File: src/rtl/spm_pkg.sv
// Shared definitions for the RISC SPM core: opcodes, FSM state encoding,
// register count and instruction field offsets (measured from the word MSB).
package spm_pkg;

    localparam int NUM_REGS  = 4;
    localparam int REG_IDX_W = 2;
    localparam int OPC_W     = 4;

    // Field LSB position expressed as distance below DATAWIDTH.
    localparam int OPC_OFS  = 4;
    localparam int SRC_OFS  = 6;
    localparam int DEST_OFS = 8;

    typedef logic [OPC_W-1:0] opcode_t;

    localparam opcode_t OP_NOP  = 4'h0;
    localparam opcode_t OP_ADD  = 4'h1;
    localparam opcode_t OP_SUB  = 4'h2;
    localparam opcode_t OP_AND  = 4'h3;
    localparam opcode_t OP_NOT  = 4'h4;
    localparam opcode_t OP_RD   = 4'h5;
    localparam opcode_t OP_WR   = 4'h6;
    localparam opcode_t OP_BR   = 4'h7;
    localparam opcode_t OP_BRZ  = 4'h8;
    localparam opcode_t OP_HALT = 4'hF;

    typedef enum logic [2:0] {
        S_RST,
        S_FETCH,
        S_DECODE,
        S_ADDR,
        S_MEM,
        S_HALT
    } state_t;

endpackage

File: src/rtl/spm_alu.sv
// Combinational ALU for the SPM core: ADD/SUB/AND/NOT with a zero flag.
module spm_alu
    import spm_pkg::*;
#(
    parameter int DATAWIDTH = 8
) (
    input  logic [OPC_W-1:0]     op,
    input  logic [DATAWIDTH-1:0] a,
    input  logic [DATAWIDTH-1:0] b,
    output logic [DATAWIDTH-1:0] result,
    output logic                 zero
);

    always_comb begin
        result = '0;
        case (op)
            OP_ADD:  result = a + b;
            OP_SUB:  result = a - b;
            OP_AND:  result = a & b;
            OP_NOT:  result = ~b;
            default: result = '0;
        endcase
    end

    assign zero = (result == '0);

endmodule

File: src/rtl/risc_spm_core.sv
// Multi-cycle 4-register SPM processor with a req/ack memory port.
// Define SPM_ILLEGAL_TRAP_EN to trap opcodes 9-E (err=1, halt); otherwise they run as NOP.
module risc_spm_core
    import spm_pkg::*;
#(
    parameter int DATAWIDTH = 8,
    parameter int ADDRWIDTH = 8
) (
    input  logic                 clk,
    input  logic                 clr,
    output logic                 mem_req,
    output logic                 mem_we,
    output logic [ADDRWIDTH-1:0] mem_addr,
    output logic [DATAWIDTH-1:0] mem_wdata,
    input  logic [DATAWIDTH-1:0] mem_rdata,
    input  logic                 mem_ack,
    output logic                 halted,
    output logic                 err,
    output logic                 zero,
    output logic [ADDRWIDTH-1:0] dbg_pc,
    input  logic [1:0]           dbg_sel,
    output logic [DATAWIDTH-1:0] dbg_data
);

    state_t                 state_reg;
    logic [DATAWIDTH-1:0]   regs_reg [NUM_REGS];
    logic [ADDRWIDTH-1:0]   pc_reg;
    logic [ADDRWIDTH-1:0]   opnd_reg;
    logic [DATAWIDTH-1:0]   ir_reg;
    logic                   zero_reg;
    logic                   err_reg;

    opcode_t                opcode;
    logic [REG_IDX_W-1:0]   src;
    logic [REG_IDX_W-1:0]   dest;
    logic [DATAWIDTH-1:0]   alu_result;
    logic                   alu_zero;

    assign opcode = ir_reg[DATAWIDTH-1 -: OPC_W];
    assign src    = ir_reg[DATAWIDTH-OPC_OFS-1 -: REG_IDX_W];
    assign dest   = ir_reg[DATAWIDTH-SRC_OFS-1 -: REG_IDX_W];

    spm_alu #(.DATAWIDTH(DATAWIDTH)) u_alu (
        .op     (opcode),
        .a      (regs_reg[dest]),
        .b      (regs_reg[src]),
        .result (alu_result),
        .zero   (alu_zero)
    );

    // Memory port is a pure decode of registered state, so ack never loops back to req.
    assign mem_req   = (state_reg == S_FETCH) || (state_reg == S_ADDR) || (state_reg == S_MEM);
    assign mem_we    = (state_reg == S_MEM) && (opcode == OP_WR);
    assign mem_addr  = (state_reg == S_MEM) ? opnd_reg : pc_reg;
    assign mem_wdata = regs_reg[src];
    assign halted    = (state_reg == S_HALT);
    assign err       = err_reg;
    assign zero      = zero_reg;
    assign dbg_pc    = pc_reg;
    assign dbg_data  = regs_reg[dbg_sel];

    always_ff @(posedge clk) begin
        if (!clr) begin
            state_reg <= S_RST;
            pc_reg    <= '0;
            opnd_reg  <= '0;
            ir_reg    <= '0;
            zero_reg  <= 1'b0;
            err_reg   <= 1'b0;
            for (int i = 0; i < NUM_REGS; i++) begin
                regs_reg[i] <= '0;
            end
        end else begin
            case (state_reg)
                S_RST: state_reg <= S_FETCH;

                S_FETCH: begin
                    if (mem_ack) begin
                        ir_reg    <= mem_rdata;
                        pc_reg    <= pc_reg + 1'b1;
                        state_reg <= S_DECODE;
                    end
                end

                S_DECODE: begin
                    case (opcode)
                        OP_NOP: state_reg <= S_FETCH;
                        OP_ADD, OP_SUB, OP_AND, OP_NOT: begin
                            regs_reg[dest] <= alu_result;
                            zero_reg       <= alu_zero;
                            state_reg      <= S_FETCH;
                        end
                        OP_RD, OP_WR, OP_BR, OP_BRZ: state_reg <= S_ADDR;
                        OP_HALT: state_reg <= S_HALT;
                        default: begin
`ifdef SPM_ILLEGAL_TRAP_EN
                            err_reg   <= 1'b1;
                            state_reg <= S_HALT;
`else
                            state_reg <= S_FETCH;
`endif
                        end
                    endcase
                end

                S_ADDR: begin
                    if (mem_ack) begin
                        opnd_reg <= mem_rdata[ADDRWIDTH-1:0];
                        // A taken branch overrides the post-operand increment.
                        if ((opcode == OP_BR) || ((opcode == OP_BRZ) && zero_reg)) begin
                            pc_reg <= mem_rdata[ADDRWIDTH-1:0];
                        end else begin
                            pc_reg <= pc_reg + 1'b1;
                        end
                        if ((opcode == OP_RD) || (opcode == OP_WR)) begin
                            state_reg <= S_MEM;
                        end else begin
                            state_reg <= S_FETCH;
                        end
                    end
                end

                S_MEM: begin
                    if (mem_ack) begin
                        if (opcode == OP_RD) begin
                            regs_reg[dest] <= mem_rdata;
                        end
                        state_reg <= S_FETCH;
                    end
                end

                S_HALT: state_reg <= S_HALT;

                default: state_reg <= S_RST;
            endcase
        end
    end

endmodule
File: config.mk
export PLATFORM = sky130hd
export DESIGN_NAME = risc_spm_core
export DESIGN_NICKNAME = d
export VERILOG_FILES = /design/src/rtl/spm_pkg.sv /design/src/rtl/spm_alu.sv /design/src/rtl/risc_spm_core.sv
export SDC_FILE = /design/constraint.sdc
export NUM_CORES = 1
export LEC_CHECK = 0
export ABC_AREA = 0
export CAP_MARGIN = 20
export CORE_MARGIN = 2
export CORE_UTILIZATION = 53
export CTS_BUF_LIST = sky130_fd_sc_hd__clkbuf_4
export CTS_CLUSTER_DIAMETER = 200
export CTS_CLUSTER_SIZE = 20
export DETAILED_ROUTE_END_ITERATION = 10
export PLACE_DENSITY_LB_ADDON = 0.15
export SKIP_CTS_REPAIR_TIMING = 1
export SYNTH_ARGS = -nofsm -noshare
export SYNTH_HDL_FRONTEND = slang
export SYNTH_SLANG_ARGS = --single-unit
File: constraint.sdc
create_clock -name clk -period 3.5 [get_ports clk]
set_input_delay 0.7 -clock clk [delete_from_list [all_inputs] [get_ports clk]]
set_output_delay 0.7 -clock clk [all_outputs]
set_load 0.005 [all_outputs]
* Word level (Yosys, flattened, before mapping)
Memories as Yosys holds them, arrays and structs flattened. A register that Yosys moved wholly into a read port is not among the register bits. Index checks and enable logic that the tools add are counted.
Cells by class: $add $sub $neg 3, multiply operators 0, div/mod/pow operators 0, $lt $le $gt $ge 0, eq/ne operators 17, shift-type cells 0, multiplexer cells 30, bitwise logic cells 3, reductions and logical operators 17
Operators by type and width (number):
- 8-bit 2-to-1 mux | 6
- 8-bit one-hot mux with 4 select lines | 1
- 3-bit one-hot mux with 6 select lines | 1
- 4-bit by 3-bit equality test with 1-bit output (second input constant) | 4
- 8-bit one-hot mux with 2 select lines | 1
- 3-bit 2-to-1 mux | 4
- 1-bit 2-to-1 mux | 11
- 2-bit 2-to-1 mux | 5
- 8-bit by 1-bit adder with 8-bit output (second input constant) | 1
- 8-bit adder | 1
- 8-bit bitwise AND | 1
- 4-bit by 2-bit equality test with 1-bit output (second input constant) | 2
- 4-bit equality test (second input constant) | 2
- 8-bit logical NOT | 1
- 8-bit inverter | 1
- 4-bit OR reduction | 2
- 8-bit OR reduction | 1
- 8-bit subtractor | 1
- 3-bit by 2-bit equality test with 1-bit output (second input constant) | 2
- 3-bit equality test (second input constant) | 2
- 2-bit != test (second input constant) | 3
- 3-bit one-hot mux with 2 select lines | 1
- 2-bit AND reduction | 3
- 3-bit AND reduction | 2
- 7 further kinds | 11
Word-level totals: flip-flop bits (word level) 28, bits in latches 0, memory bits (writable) 32, ROM bits 0, output and inout bits 37, logic and storage cells 76, memories kept 1
Memory list:
- regs_reg | words 4, width 8, read ports 3, clocked after Yosys merged registers in 2, write ports 4, line risc_spm_core.sv:26 | logic [DATAWIDTH-1:0] regs_reg [NUM_REGS];

* Depth between registers and ports, before layout
Gate-level depths: netlist of the first run.
depth in word-level cells 9, depth in mapped cells 14

* Modules after synthesis
Synthesis of the first run repeated with hierarchy kept, for this count alone.
Unflattened totals: cell total of the unflattened synthesis 418, area total of the unflattened synthesis 4215.3 um^2
By module, submodules not included:
- risc_spm_core | times used 1, cells each 322, area each 3443.3 um^2, sequential area each 1601.5 um^2
- spm_alu | times used 1, cells each 96, area each 772.0 um^2, sequential area each 0.0 um^2

* Worst setup path after synthesis of the first run
Ideal clock, no wire load.
kind flip-flop to flip-flop, start register with a tool-made name, end memory regs_reg[0][6] (data pin), library setup time 0.275 ns, arrival time 3.072 ns, data required time 3.225 ns, path slack 0.154 ns, stages on the path, launching flop included 14, period minus slack after synthesis 3.346 ns, cell sequence dfxtp_1 -> buf_6 -> mux4_1 -> inv_1 -> ha_1 -> nand2_1 -> o21ai_0 -> fa_1 -> nand2b_1 -> a21oi_1 -> o21ai_0 -> and4_1 -> o31ai_1 -> a21oi_1
RTL lines (line):
- to (decl) | risc_spm_core.sv:26

==> flow_metrics.env, run 1 <==
export IMPL_run_status="completed"
export IMPL_syn2layout_area_growth_pct=20.55
export IMPL_yosysSeqAreaShare=0.3817
export IMPL_cap_violations=0
export IMPL_async_flop_share=0
export IMPL_fin_crit_ns=3.319
export IMPL_peakVddDrop_v=0.0002715
export IMPL_ys_ff_latch=64
export IMPL_ys_flop_type="edfxtp_1"
export IMPL_largest_reg_flops=32
export IMPL_grtUsageTotal=0.2707
export IMPL_drive_above_1_share=0.1950
export IMPL_crit_path_frequent_cell="a21oi_1"
export IMPL_yosysTopAreaCell="edfxtp_1"
export IMPL_fill_cells=623
export IMPL_whs_ns=0.4707
export IMPL_met3WireLength_um=817
export IMPL_route_met2_wl_mm=5.364
export IMPL_htreeDepth=3
export IMPL_clk_path_buf_depth=2
export IMPL_finalSetupViolCount=0
export IMPL_grt_max_degree=23
export IMPL_antenna_found_initial=0
export IMPL_ys_top_cells_by_area="edfxtp_1 23%, dfxtp_1 15%, mux4_2 12%"
export IMPL_die_y_um=92.97
export IMPL_fin_setup_tns_ns=0
export IMPL_hpwl_mm=8.294
export IMPL_drtPass1Iterations=5
export IMPL_crit_type="reg2reg"
export IMPL_place_congestion=0.8945
export IMPL_cpMaxStageDelayCell="mux4_2"
export IMPL_cp_data_required_time_ns=3.68
export IMPL_dieArea_um2=8643
export IMPL_min_period_over_period=0.9483
export IMPL_start_kind="flop"
export IMPL_worst_pin_slew_ns=0.5636
export IMPL_avgRoutedWirePerCell_um=19.00
export IMPL_cts_tree="yes"
export IMPL_cts_sinks=64
export IMPL_final_nets=501
export IMPL_hold_viol=0
export IMPL_grt_pass1_vias=3476
export IMPL_relSlewSlack=0.6242
export IMPL_drc=0
export IMPL_antenna_left=0
export IMPL_numPortBuffers=48
export IMPL_p_per_area_nw_per_um2=381.2
export IMPL_synth_warnings=0
export IMPL_syn_nets=449
export IMPL_insertedDiodeCount=0
export IMPL_clk_pin_slew_ns=0.12
export IMPL_pin_count=50
export IMPL_cp_arrival_ns=3.50
export IMPL_drt_total_wl_mm=11.10
export IMPL_syn_area_um2=4195
export IMPL_hold_path_class="reg2reg"
export IMPL_drv_slew=0
export IMPL_syn_inst=425
export IMPL_core_um2=7687
export IMPL_num_rows=32
export IMPL_clock_skew_ns=0.01836
export IMPL_dieWidth_um=92.97
export IMPL_vias_per_cell=6.142
export IMPL_initialDrtViolationCount=217
export IMPL_highest_layer="met4"
export IMPL_synth_distinct_cells=65
export IMPL_slowest_delay_ns=0.53
export IMPL_start_util=0.5457
export IMPL_grt_pass1_wl_mm=17.92
export IMPL_overflow=0
export IMPL_cts_root_buf="clkbuf_4"
export IMPL_rsz0062_at_grt="yes"
export IMPL_wl_met1_mm=4.682
export IMPL_fmax_mhz=301.3
export IMPL_synth_area_per_cell_um2=9.871
export IMPL_cts_buffers=9
export IMPL_final_util=0.6579
export IMPL_p_leak_uw=0.001844
export IMPL_cp_end_kind="flop"
export IMPL_vias=3587
export IMPL_synth_edf_count=32
export IMPL_crit_chain="mux4_2 -> buf_4 -> o31a_1 -> xnor2_1 -> ha_1 -> a21o_1 -> a21oi_2 -> a21oi_1 -> o211a_1 -> o211ai_2 -> a21oi_1"
export IMPL_clk_latency_ns=0.42
export IMPL_synth_top_area_frac=0.2290
export IMPL_cp_max_fo=5
## worst max-delay path, delay by kind of cell, from the launching register on
kind / cells / cell delay [ns]
compound gates: 7 / 1.42
flops: 1 / 0.45
buf+inv: 1 / 0.19
xor+xnor: 1 / 0.15
mux: 1 / 0.53
fa+ha+maj: 1 / 0.35
## layer usage
metal	global-route usage	vias up
li1	-	1674
met3	0.05077	19
met1	0.3618	1737
met2	0.4438	157
met4	0.09559	0
met5	0	-
## cells in the mapped netlist (2+ instances only)
cell       count
nand4_1        3
or4b_2         2
xnor2_1        5
nor3b_1        4
inv_1         16
buf_1          4
buf_4          2
mux4_1         2
xor2_1         5
nor2b_1        4
nor4_1         2
a21boi_0      18
nand2_1       57
o21ai_0       15
edfxtp_1      32
buf_6          2
mux2i_1        5
o211a_1        3
ha_1          10
clkbuf_1      18
and2_1         5
nor3_1         6
o31ai_1        4
buf_2          2
a21o_1         2
clkbuf_8       2
dfxtp_1       32
nand2b_1       7
or3_1          2
mux4_2        22
o2bb2ai_1      3
o2111ai_1      2
a22oi_1        3
nor2_1        46
and3_1         4
a31oi_1       10
mux2_2        10
o221a_2        5
a21oi_1       20
nand3_1        4
## stage by stage
stage	cells	total power [µW]	setup slack (ns)	instance area [µm²]
floorplan	425	1079	0.1535	4195
global placement	567	1202	0.1209	4813
detailed placement	567	1206	0.08112	4813
CTS	583	1914	0.07116	5025
global route	584	1997	-0.01837	5057
finish	584	1928	0.1811	5057
## cells in the final DEF (no fill, tap or decap), types with 5 or more instances in the layout
master,instances
nor2_1,46
inv_1,16
dfxtp_1,31
xnor2_1,5
nor3_1,6
and2_1,5
a21boi_0,18
mux2_2,10
buf_4,24
ha_1,10
edfxtp_1,32
a31oi_1,10
nand2_1,57
xor2_1,5
clkbuf_4,9
nand2b_1,7
a21oi_1,18
mux4_2,23
mux2i_1,5
o221a_2,5
o21ai_0,12
clkdlybuf4s50_1,48
## power breakdown
group	internal [µW]	leakage [µW]	total [µW]	switching (µW)
Clock	434	0.000102	720	286
Sequential	808	0.000591	831	23.4
Combinational	178	0.00115	377	198
## kinds of logic (layout without fill, tap and decap cells)
| logic type | Yosys count | count (layout) | share of synthesized area |
|---|---|---|---|
| muxes | 39 | 39 | 0.1694 |
| and+or+nand+nor | 157 | 157 | 0.1801 |
| xor gates and xnor gates | 10 | 10 | 0.02088 |
| buffers and inverters | 47 | 104 | 0.05308 |
| AOI/OAI and AO/OA | 96 | 96 | 0.1593 |
| DFF | 64 | 64 | 0.3817 |
| other | 1 | 1 | 0.0008939 |
| adders and majority gates | 11 | 11 | 0.03460 |
## final timing paths
kind                                      from              to  slack (ns)  cells past startpoint
worst min register to register     opnd_reg[0]     opnd_reg[0]        0.47                      2
worst min-delay path               opnd_reg[0]     opnd_reg[0]        0.47                      2
worst max-delay path            regs_reg[2][0]  regs_reg[0][7]        0.18                     11
worst max register to register  regs_reg[2][0]  regs_reg[0][7]        0.18                     11
## area by class of cell
| type | instances | area (µm²) | share of cell area |
|---|---|---|---|
| Multi-Input combinational cell | 314 | 2395 | 0.4735 |
| Sequential cell | 64 | 1603 | 0.3169 |
| Timing Repair Buffer | 72 | 660.6 | 0.1306 |
| Clock inverter | 7 | 143.9 | 0.02845 |
| Tap cell | 102 | 127.6 | 0.02523 |
| Clock buffer | 9 | 67.56 | 0.01336 |
| Inverter | 16 | 60.06 | 0.01188 |
No activity file was read; power rests on OpenSTA's default activity.
==> run 2: changes to the inputs <==
--- a/config.mk
+++ b/config.mk
@@ -6,7 +6,6 @@
 export NUM_CORES = 1
 export LEC_CHECK = 0
 export ABC_AREA = 0
-export CAP_MARGIN = 20
 export CORE_MARGIN = 2
 export CORE_UTILIZATION = 53
 export CTS_BUF_LIST = sky130_fd_sc_hd__clkbuf_4
==> results of run 2 <==
No change in the layout: final DEF, timing and power equal those of run 1.
==> run 3: changes to the inputs <==
--- a/config.mk
+++ b/config.mk
@@ -10,7 +10,7 @@
 export CORE_UTILIZATION = 53
 export CTS_BUF_LIST = sky130_fd_sc_hd__clkbuf_4
 export CTS_CLUSTER_DIAMETER = 200
-export CTS_CLUSTER_SIZE = 20
+export CTS_CLUSTER_SIZE = 10
 export DETAILED_ROUTE_END_ITERATION = 10
 export PLACE_DENSITY_LB_ADDON = 0.15
 export SKIP_CTS_REPAIR_TIMING = 1
==> results of run 3 <==
No change in the layout: final DEF, timing and power equal those of run 1.
